`src/rtl/pipe_exe.sv`:
```
// EXE stage of a five-stage MIPS-like pipeline: ALU, HI/LO registers and a
// 32-step restoring divider, with valid/allowin handshaking toward ID and MEM.
`timescale 1ns/1ps

module pipe_exe (
  input  logic        clk,
  input  logic        rst,
  input  logic        id_exe_validto,
  input  logic        mem_allowin,
  input  logic        flush_exe,
  input  logic [31:0] pc_in,
  input  logic [31:0] rs_in,
  input  logic [31:0] rt_in,
  input  logic [15:0] imm_in,
  input  logic [4:0]  rdc_in,
  input  logic [3:0]  aluc_in,
  input  logic        alu_b_sel_in,
  input  logic        rf_we_in,
  input  logic        lw_instr_in,
  output logic        exe_allowin,
  output logic        exe_mem_validto,
  output logic [31:0] pc_out,
  output logic [31:0] alu_out,
  output logic [31:0] rt_out,
  output logic [4:0]  rdc_exe,
  output logic        rf_we_out,
  output logic [31:0] bypass_exe,
  output logic        exe_rdc_valid,
  output logic        exe_lw_instr,
  output logic [31:0] hi_out,
  output logic [31:0] lo_out,
  output logic        div_busy
);

  localparam logic [3:0] ALU_ADDU = 4'd0;
  localparam logic [3:0] ALU_SUBU = 4'd1;
  localparam logic [3:0] ALU_AND  = 4'd2;
  localparam logic [3:0] ALU_OR   = 4'd3;
  localparam logic [3:0] ALU_XOR  = 4'd4;
  localparam logic [3:0] ALU_NOR  = 4'd5;
  localparam logic [3:0] ALU_SLT  = 4'd6;
  localparam logic [3:0] ALU_SLTU = 4'd7;
  localparam logic [3:0] ALU_LUI  = 4'd8;
  localparam logic [3:0] ALU_MFHI = 4'd9;
  localparam logic [3:0] ALU_MFLO = 4'd10;
  localparam logic [3:0] ALU_DIV  = 4'd11;
  localparam logic [3:0] ALU_DIVU = 4'd12;

  typedef enum logic [1:0] {
    S_IDLE = 2'd0,
    S_RUN  = 2'd1,
    S_DONE = 2'd2
  } div_state_t;

  logic        exe_valid_reg;
  logic [31:0] pc_reg;
  logic [31:0] rs_reg;
  logic [31:0] rt_reg;
  logic [15:0] imm_reg;
  logic [4:0]  rdc_reg;
  logic [3:0]  aluc_reg;
  logic        b_sel_reg;
  logic        rf_we_reg;
  logic        lw_reg;

  div_state_t  state_reg;
  div_state_t  state_next;
  logic [4:0]  cnt_reg;
  logic [31:0] quo_reg;
  logic [31:0] rem_reg;
  logic [31:0] dvs_reg;
  logic        neg_q_reg;
  logic        neg_r_reg;
  logic [31:0] hi_reg;
  logic [31:0] lo_reg;

  logic        exe_ready_go;
  logic        is_div;
  logic        div_signed;
  logic        div_start;
  logic        load_payload;
  logic        hilo_write;

  // ---------------------------------------------------------------- handshake
  assign is_div          = (aluc_reg == ALU_DIV) || (aluc_reg == ALU_DIVU);
  assign div_signed      = (aluc_reg == ALU_DIV);
  assign exe_allowin     = !exe_valid_reg || (exe_ready_go && mem_allowin);
  assign exe_mem_validto = exe_valid_reg && exe_ready_go && !flush_exe;
  assign load_payload    = id_exe_validto && exe_allowin && !flush_exe;

  always_ff @(posedge clk) begin
    if (rst) begin
      exe_valid_reg <= 1'b0;
    end else if (flush_exe) begin
      exe_valid_reg <= 1'b0;
    end else if (exe_allowin) begin
      exe_valid_reg <= id_exe_validto;
    end
  end

  always_ff @(posedge clk) begin
    if (rst) begin
      pc_reg    <= '0;
      rs_reg    <= '0;
      rt_reg    <= '0;
      imm_reg   <= '0;
      rdc_reg   <= '0;
      aluc_reg  <= '0;
      b_sel_reg <= 1'b0;
      rf_we_reg <= 1'b0;
      lw_reg    <= 1'b0;
    end else if (load_payload) begin
      pc_reg    <= pc_in;
      rs_reg    <= rs_in;
      rt_reg    <= rt_in;
      imm_reg   <= imm_in;
      rdc_reg   <= rdc_in;
      aluc_reg  <= aluc_in;
      b_sel_reg <= alu_b_sel_in;
      rf_we_reg <= rf_we_in;
      lw_reg    <= lw_instr_in;
    end
  end

  // ---------------------------------------------------------------- ALU
  logic [31:0] op_b;
  logic [31:0] and_v;
  logic [31:0] or_v;
  logic [31:0] xor_v;
  logic [31:0] nor_v;

  assign op_b = b_sel_reg ? {{16{imm_reg[15]}}, imm_reg} : rt_reg;

  generate
    for (genvar gi = 0; gi < 32; gi++) begin : g_logic_lane
      assign and_v[gi] = rs_reg[gi] & op_b[gi];
      assign or_v[gi]  = rs_reg[gi] | op_b[gi];
      assign xor_v[gi] = rs_reg[gi] ^ op_b[gi];
      assign nor_v[gi] = ~(rs_reg[gi] | op_b[gi]);
    end
  endgenerate

  always_comb begin
    alu_out = '0;
    case (aluc_reg)
      ALU_ADDU: alu_out = rs_reg + op_b;
      ALU_SUBU: alu_out = rs_reg - op_b;
      ALU_AND:  alu_out = and_v;
      ALU_OR:   alu_out = or_v;
      ALU_XOR:  alu_out = xor_v;
      ALU_NOR:  alu_out = nor_v;
      ALU_SLT:  alu_out = {31'b0, ($signed(rs_reg) < $signed(op_b))};
      ALU_SLTU: alu_out = {31'b0, (rs_reg < op_b)};
      ALU_LUI:  alu_out = {imm_reg, 16'b0};
      ALU_MFHI: alu_out = hi_reg;
      ALU_MFLO: alu_out = lo_reg;
      default:  alu_out = '0;
    endcase
  end

  assign bypass_exe    = alu_out;
  assign pc_out        = pc_reg;
  assign rt_out        = rt_reg;
  assign rdc_exe       = rdc_reg;
  assign rf_we_out     = rf_we_reg;
  assign exe_rdc_valid = exe_valid_reg && rf_we_reg && !lw_reg;
  assign exe_lw_instr  = exe_valid_reg && lw_reg;
  assign hi_out        = hi_reg;
  assign lo_out        = lo_reg;

  // ---------------------------------------------------------------- divider FSM
  assign div_start = (state_reg == S_IDLE) && exe_valid_reg && is_div;

  always_ff @(posedge clk) begin
    if (rst) begin
      state_reg <= S_IDLE;
    end else begin
      state_reg <= state_next;
    end
  end

  always_comb begin
    state_next = state_reg;
    if (flush_exe) begin
      state_next = S_IDLE;
    end else begin
      case (state_reg)
        S_IDLE:  if (div_start) state_next = S_RUN;
        S_RUN:   if (cnt_reg == 5'd31) state_next = S_DONE;
        S_DONE:  if (mem_allowin) state_next = S_IDLE;
        default: state_next = S_IDLE;
      endcase
    end
  end

  always_comb begin
    exe_ready_go = 1'b1;
    div_busy     = 1'b0;
    if (is_div) begin
      exe_ready_go = (state_reg == S_DONE);
    end
    if ((state_reg == S_RUN) || (state_reg == S_DONE)) begin
      div_busy = 1'b1;
    end
  end

  // ---------------------------------------------------------------- divider datapath
  logic [32:0] shifted;
  logic        step_ge;
  logic [31:0] rem_step;
  logic [31:0] quo_step;
  logic [31:0] rs_abs;
  logic [31:0] rt_abs;
  logic [31:0] quo_fix;
  logic [31:0] rem_fix;

  // A zero divisor makes every step succeed, so the quotient fills with ones
  // and the remainder ends up holding the dividend, with no special case.
  assign shifted  = {rem_reg, quo_reg[31]};
  assign step_ge  = shifted >= {1'b0, dvs_reg};
  assign rem_step = step_ge ? (shifted[31:0] - dvs_reg) : shifted[31:0];
  assign quo_step = {quo_reg[30:0], step_ge};

  assign rs_abs  = (div_signed && rs_reg[31]) ? (32'd0 - rs_reg) : rs_reg;
  assign rt_abs  = (div_signed && rt_reg[31]) ? (32'd0 - rt_reg) : rt_reg;
  assign quo_fix = neg_q_reg ? (32'd0 - quo_reg) : quo_reg;
  assign rem_fix = neg_r_reg ? (32'd0 - rem_reg) : rem_reg;

  always_ff @(posedge clk) begin
    if (rst) begin
      cnt_reg   <= '0;
      quo_reg   <= '0;
      rem_reg   <= '0;
      dvs_reg   <= '0;
      neg_q_reg <= 1'b0;
      neg_r_reg <= 1'b0;
    end else if (div_start && !flush_exe) begin
      cnt_reg   <= '0;
      quo_reg   <= rs_abs;
      rem_reg   <= '0;
      dvs_reg   <= rt_abs;
      neg_q_reg <= div_signed && (rs_reg[31] ^ rt_reg[31]);
      neg_r_reg <= div_signed && rs_reg[31];
    end else if (state_reg == S_RUN) begin
      cnt_reg <= cnt_reg + 5'd1;
      quo_reg <= quo_step;
      rem_reg <= rem_step;
    end
  end

  // HI/LO change only when a finished divide actually leaves for MEM.
  assign hilo_write = (state_reg == S_DONE) && mem_allowin && !flush_exe;

  always_ff @(posedge clk) begin
    if (rst) begin
      hi_reg <= '0;
      lo_reg <= '0;
    end else if (hilo_write) begin
      hi_reg <= rem_fix;
      lo_reg <= quo_fix;
    end
  end

endmodule

```
`config.mk`:
```
export PLATFORM = sky130hd
export DESIGN_NAME = pipe_exe
export DESIGN_NICKNAME = d
export VERILOG_FILES = /design/src/rtl/pipe_exe.sv
export SDC_FILE = /design/constraint.sdc
export NUM_CORES = 1
export LEC_CHECK = 0
export ABC_AREA = 1
export BUFFER_PORTS_ARGS = -buffer_cell sky130_fd_sc_hd__buf_2
export CAP_MARGIN = 20
export CORE_MARGIN = 8
export CORE_UTILIZATION = 50
export DETAILED_ROUTE_END_ITERATION = 12
export PLACE_DENSITY = 0.71
export SYNTH_ARGS = -nofsm -noshare
export SYNTH_HDL_FRONTEND = slang
export SYNTH_SLANG_ARGS = --single-unit
```
`constraint.sdc`:
```
create_clock -name clk -period 3.5 [get_ports clk]
set_input_delay 0.525 -clock clk [delete_from_list [all_inputs] [get_ports clk]]
set_output_delay 0.525 -clock clk [all_outputs]
set_load 0.1 [all_outputs]
```
==> results summary <==
The flow ran to the end, but the final reports show violations. The final reports fail on negative setup slack. For this run, global-route usage on met1 was measured as 0.489.

The synthesized net count is 4,181. Max-cap violations in this run came to 0. The gate count of the mapped netlist came out at 3,902. The final hold violation count is 0.

The mean instance size in the synthesized netlist is 6.07 um2. The maximum number of pins on one net before global-route repair is 97. The library cell used most frequently in the layout, excluding fill and tap cells, is nand2_1.

The later pin in the worst-skew pair is clocked with a latency of 0.57 ns. Leaving out fill and tap cells, the most frequent cells in the layout are 760 x nand2_1, 474 x inv_1, 381 x nor2_1, 301 x a21oi_1, 291 x o21ai_0. The cell area power density came out at 434 mW/mm2. After synthesis, the share of flip-flops with an asynchronous set or reset is 0. In this run the horizontal extent of the chip is 234 um.

The tree is rooted in a clkbuf_16. The Yosys step of the flow raised 0 warnings. The critical path class is reg2out.

The final routed wire length divided by cell count is 22.2 um. The number of distinct library cells after synthesis is 56. The largest buffer count on any clock path is 3.

For this run, the top clock speed supported by timing is 250 MHz. The initial detailed-routing violation count came out at 3,577. Wires add up to 113,000 um. For this run, global-route usage on met2 was measured as 0.583.

The total power is 14.3 mW. The CTS buffer count came out at 35. The final cycle utilization of the critical path is 1.14.

Excluding fillers, the count of instances in the completed layout stands at 5,066. After synthesis the cells add up to 0.0237 mm2. The number of antenna violations at the first check in global routing is 5. The time the final worst path needs with I/O delays and setup is 4.00 ns. The worst setup path is captured at an output pin. The max-slew violation count is 0. The number of flops mapped to enable cells by yosys is 0.

The die height came out at 234 um. For this run the aggregate overflow at the end of global routing stands at 0. The worst path buffer plus inverter count is 5.

The number of cells in the design after placement is 4,948. Clock skew on the completed layout was measured at 0.0290 ns. The number of flip-flops and latches in the synthesized netlist came out at 294. The starting utilization of the core area is 0.507.

The count of endpoints failing setup in the final report is 60. The tightest min-delay check is of the in2reg type. Setup repair after global routing could not meet its margin everywhere. For this run, the post-layout net count is 4,709. The H-tree was split into 2 levels. Compared with the post-synthesis result, the final layout area differs by 39.7%.

The sequential share of the synthesized area came out at 0.249. The clock slew seen by the registers of the worst setup and hold paths is 0.06 ns. TritonCTS built the clock tree. The final standard cell area without fillers is 0.0331 mm2. For this design, the sink count on the clock tree is 294. The total via count after detailed routing came out at 29,866. The measured slew at the worst slew-check pin came out at 1.06 ns. The worst hold path was traced through 3 stages.

The die footprint came out at 0.0546 mm2. Dividing the detail-routed via count by the number of cells gives 5.90. Traced cell by cell, the critical path runs through clkinvlp_4 > buf_6 > buf_6 > or2_4 > o21ai_4 > fa_2 > nand2_4 > a21oi_4 > nand2_1 > nand2b_1 > nand2_2 > nand2_4 > nand2_1 > nand3_1 > nand4_1 > buf_6 > buf_12.

The worst path required time is 2.97 ns. The HPWL after detailed placement is 86,000 um. The overall global routing resource usage came out at 0.381. The first TritonRoute pass finished after 6 iterations. The routability-driven placement congestion ratio is 1.02. The library cell contributing the largest single delay on the critical path is dfxtp_4.

The most used flip-flop cell after synthesis is dfxtp_1. The met3 track demand over resource came out at 0.0672. Once detail routing completed, the nets flagged for antenna violations numbered 0. The sum of negative setup slack came out at -23.53 ns. Broken down by cell family, the worst path's largest delay share belongs to simple AND/OR/NAND/NOR gates. STA puts the critical path data arrival time at 3.48 ns. The number of cell instances on the worst register-to-register path came out at 13. The number of logic stages on the critical path including buffering came out at 17. The DRC violation count after routing is 0. The ratio of cells with drive above 1 in the final layout came out at 0.283. In this run the tightest slew margin relative to its limit is 0.291. The instance area after placement is 0.0289 mm2. STA classifies the critical path startpoint as a flip-flop. The count of input and output buffers came out at 331. The largest single stage delay on the critical path is 0.38 ns. The wire length of the first global-routing pass came out at 161,000 um. After floorplanning, the core was sized to cover 0.0467 mm2.

The via count of the first global-routing pass is 27,049. The largest fanout on the critical path is 4. Counting stages on the worst path, the most repeated cell is buf_6.

The number of placed I/O pins came out at 332. The number of filler cells placed in the layout came out at 3,966. The maximum resistive drop on vdd is 503 uV. The smallest setup slack after layout came out at -0.502 ns.

The layer flagged by global routing as most heavily used is met2. The leakage power total is 15.8 nW. The number of cell rows is 79.
-- cell families after synthesis --
kind of cell               after synthesis  synth area share
xor gates and xnor gates                69            0.0255
buffers and inverters                  728             0.125
and+or+nand+nor                       1751             0.311
AOI/OAI and AO/OA                      910             0.209
DFF                                    294             0.249
adders and majority gates              150            0.0802
-- worst min-delay path: stages --
cell and delay (ns):
buf_2 0.07, o21ai_0 0.07, nor2_1 0.07
-- routing by layer --
layer | wire, um | vias up
li1 | - | 13842
met1 | 43200 | 13691
met2 | 48200 | 1864
met3 | 12300 | 463
met4 | 8840 | 6
met5 | 34 | -
-- repair_timing --
item,in CTS,in global routing
gates resized for setup,329,325
hold buffers,0,0
buffers inserted,24,31
gates cloned,0,1
pin swaps,78,92
endpoints found under the setup margin,62,64
-- synthesized netlist by cell type, types with 7 or more instances --
cell type | number | area [um2]
dfxtp_1 | 294 | 5890
a21boi_0 | 8 | 60.1
xor2_1 | 66 | 578
o221ai_1 | 21 | 184
nor3_1 | 57 | 285
o211ai_1 | 22 | 165
buf_1 | 10 | 37.5
nand3b_1 | 11 | 82.6
o21a_1 | 10 | 75.1
nor2_1 | 435 | 1630
nand3_1 | 308 | 1540
o22ai_1 | 27 | 169
inv_1 | 534 | 2000
nand2_1 | 845 | 3170
clkbuf_1 | 87 | 327
buf_4 | 39 | 293
a211oi_1 | 9 | 67.6
a2111oi_0 | 7 | 61.3
o21ai_1 | 19 | 95.1
a21oi_1 | 379 | 1900
o21bai_1 | 7 | 52.6
ha_1 | 147 | 1840
o21ai_0 | 366 | 1830
nand4_1 | 45 | 282
or2_2 | 18 | 113
buf_2 | 46 | 230
-- worst paths after layout --
check                                    to  slack (ns)  startpoint
worst max register to register   quo_reg[0]        0.74  rem_reg[6]
worst min register to register   cnt_reg[4]        0.47  cnt_reg[4]
worst max-delay path            alu_out[12]       -0.50   b_sel_reg
worst min-delay path              pc_out[2]        0.23    pc_in[2]
-- layout make-up --
| class | instances | area, um2 | share of cell area |
|---|---|---|---|
| flip-flops and latches | 294 | 5970 | 0.181 |
| multi-input cells | 2880 | 17400 | 0.527 |
| clock inverters | 14 | 245 | 0.00742 |
| well taps | 607 | 759 | 0.0230 |
| diodes | 2 | 5.00 | 0.000151 |
| inverters | 543 | 2090 | 0.0633 |
| clock buffers | 50 | 1000 | 0.0303 |
| repair buffers | 676 | 5570 | 0.168 |
-- per-stage QoR --
stage	util	worst slack, ns	hold WS, ns
after floorplan	-	-0.509	0.433
after global placement	0.620	0.0222	0.454
after detailed placement	0.620	-0.0291	0.464
after CTS	0.677	-0.373	0.213
after global routing	0.709	-0.624	0.238
final	0.709	-0.502	0.226
-- report_power, final --
part	internal, mW	total [mW]	switching (mW)	leakage [nW]
registers	3.45	3.60	0.151	2.41
logic	2.30	6.72	4.42	12.8
clock network	2.45	4.02	1.56	0.595
total	8.21	14.3	6.13	15.8
(Power assumes the default switching activity.)
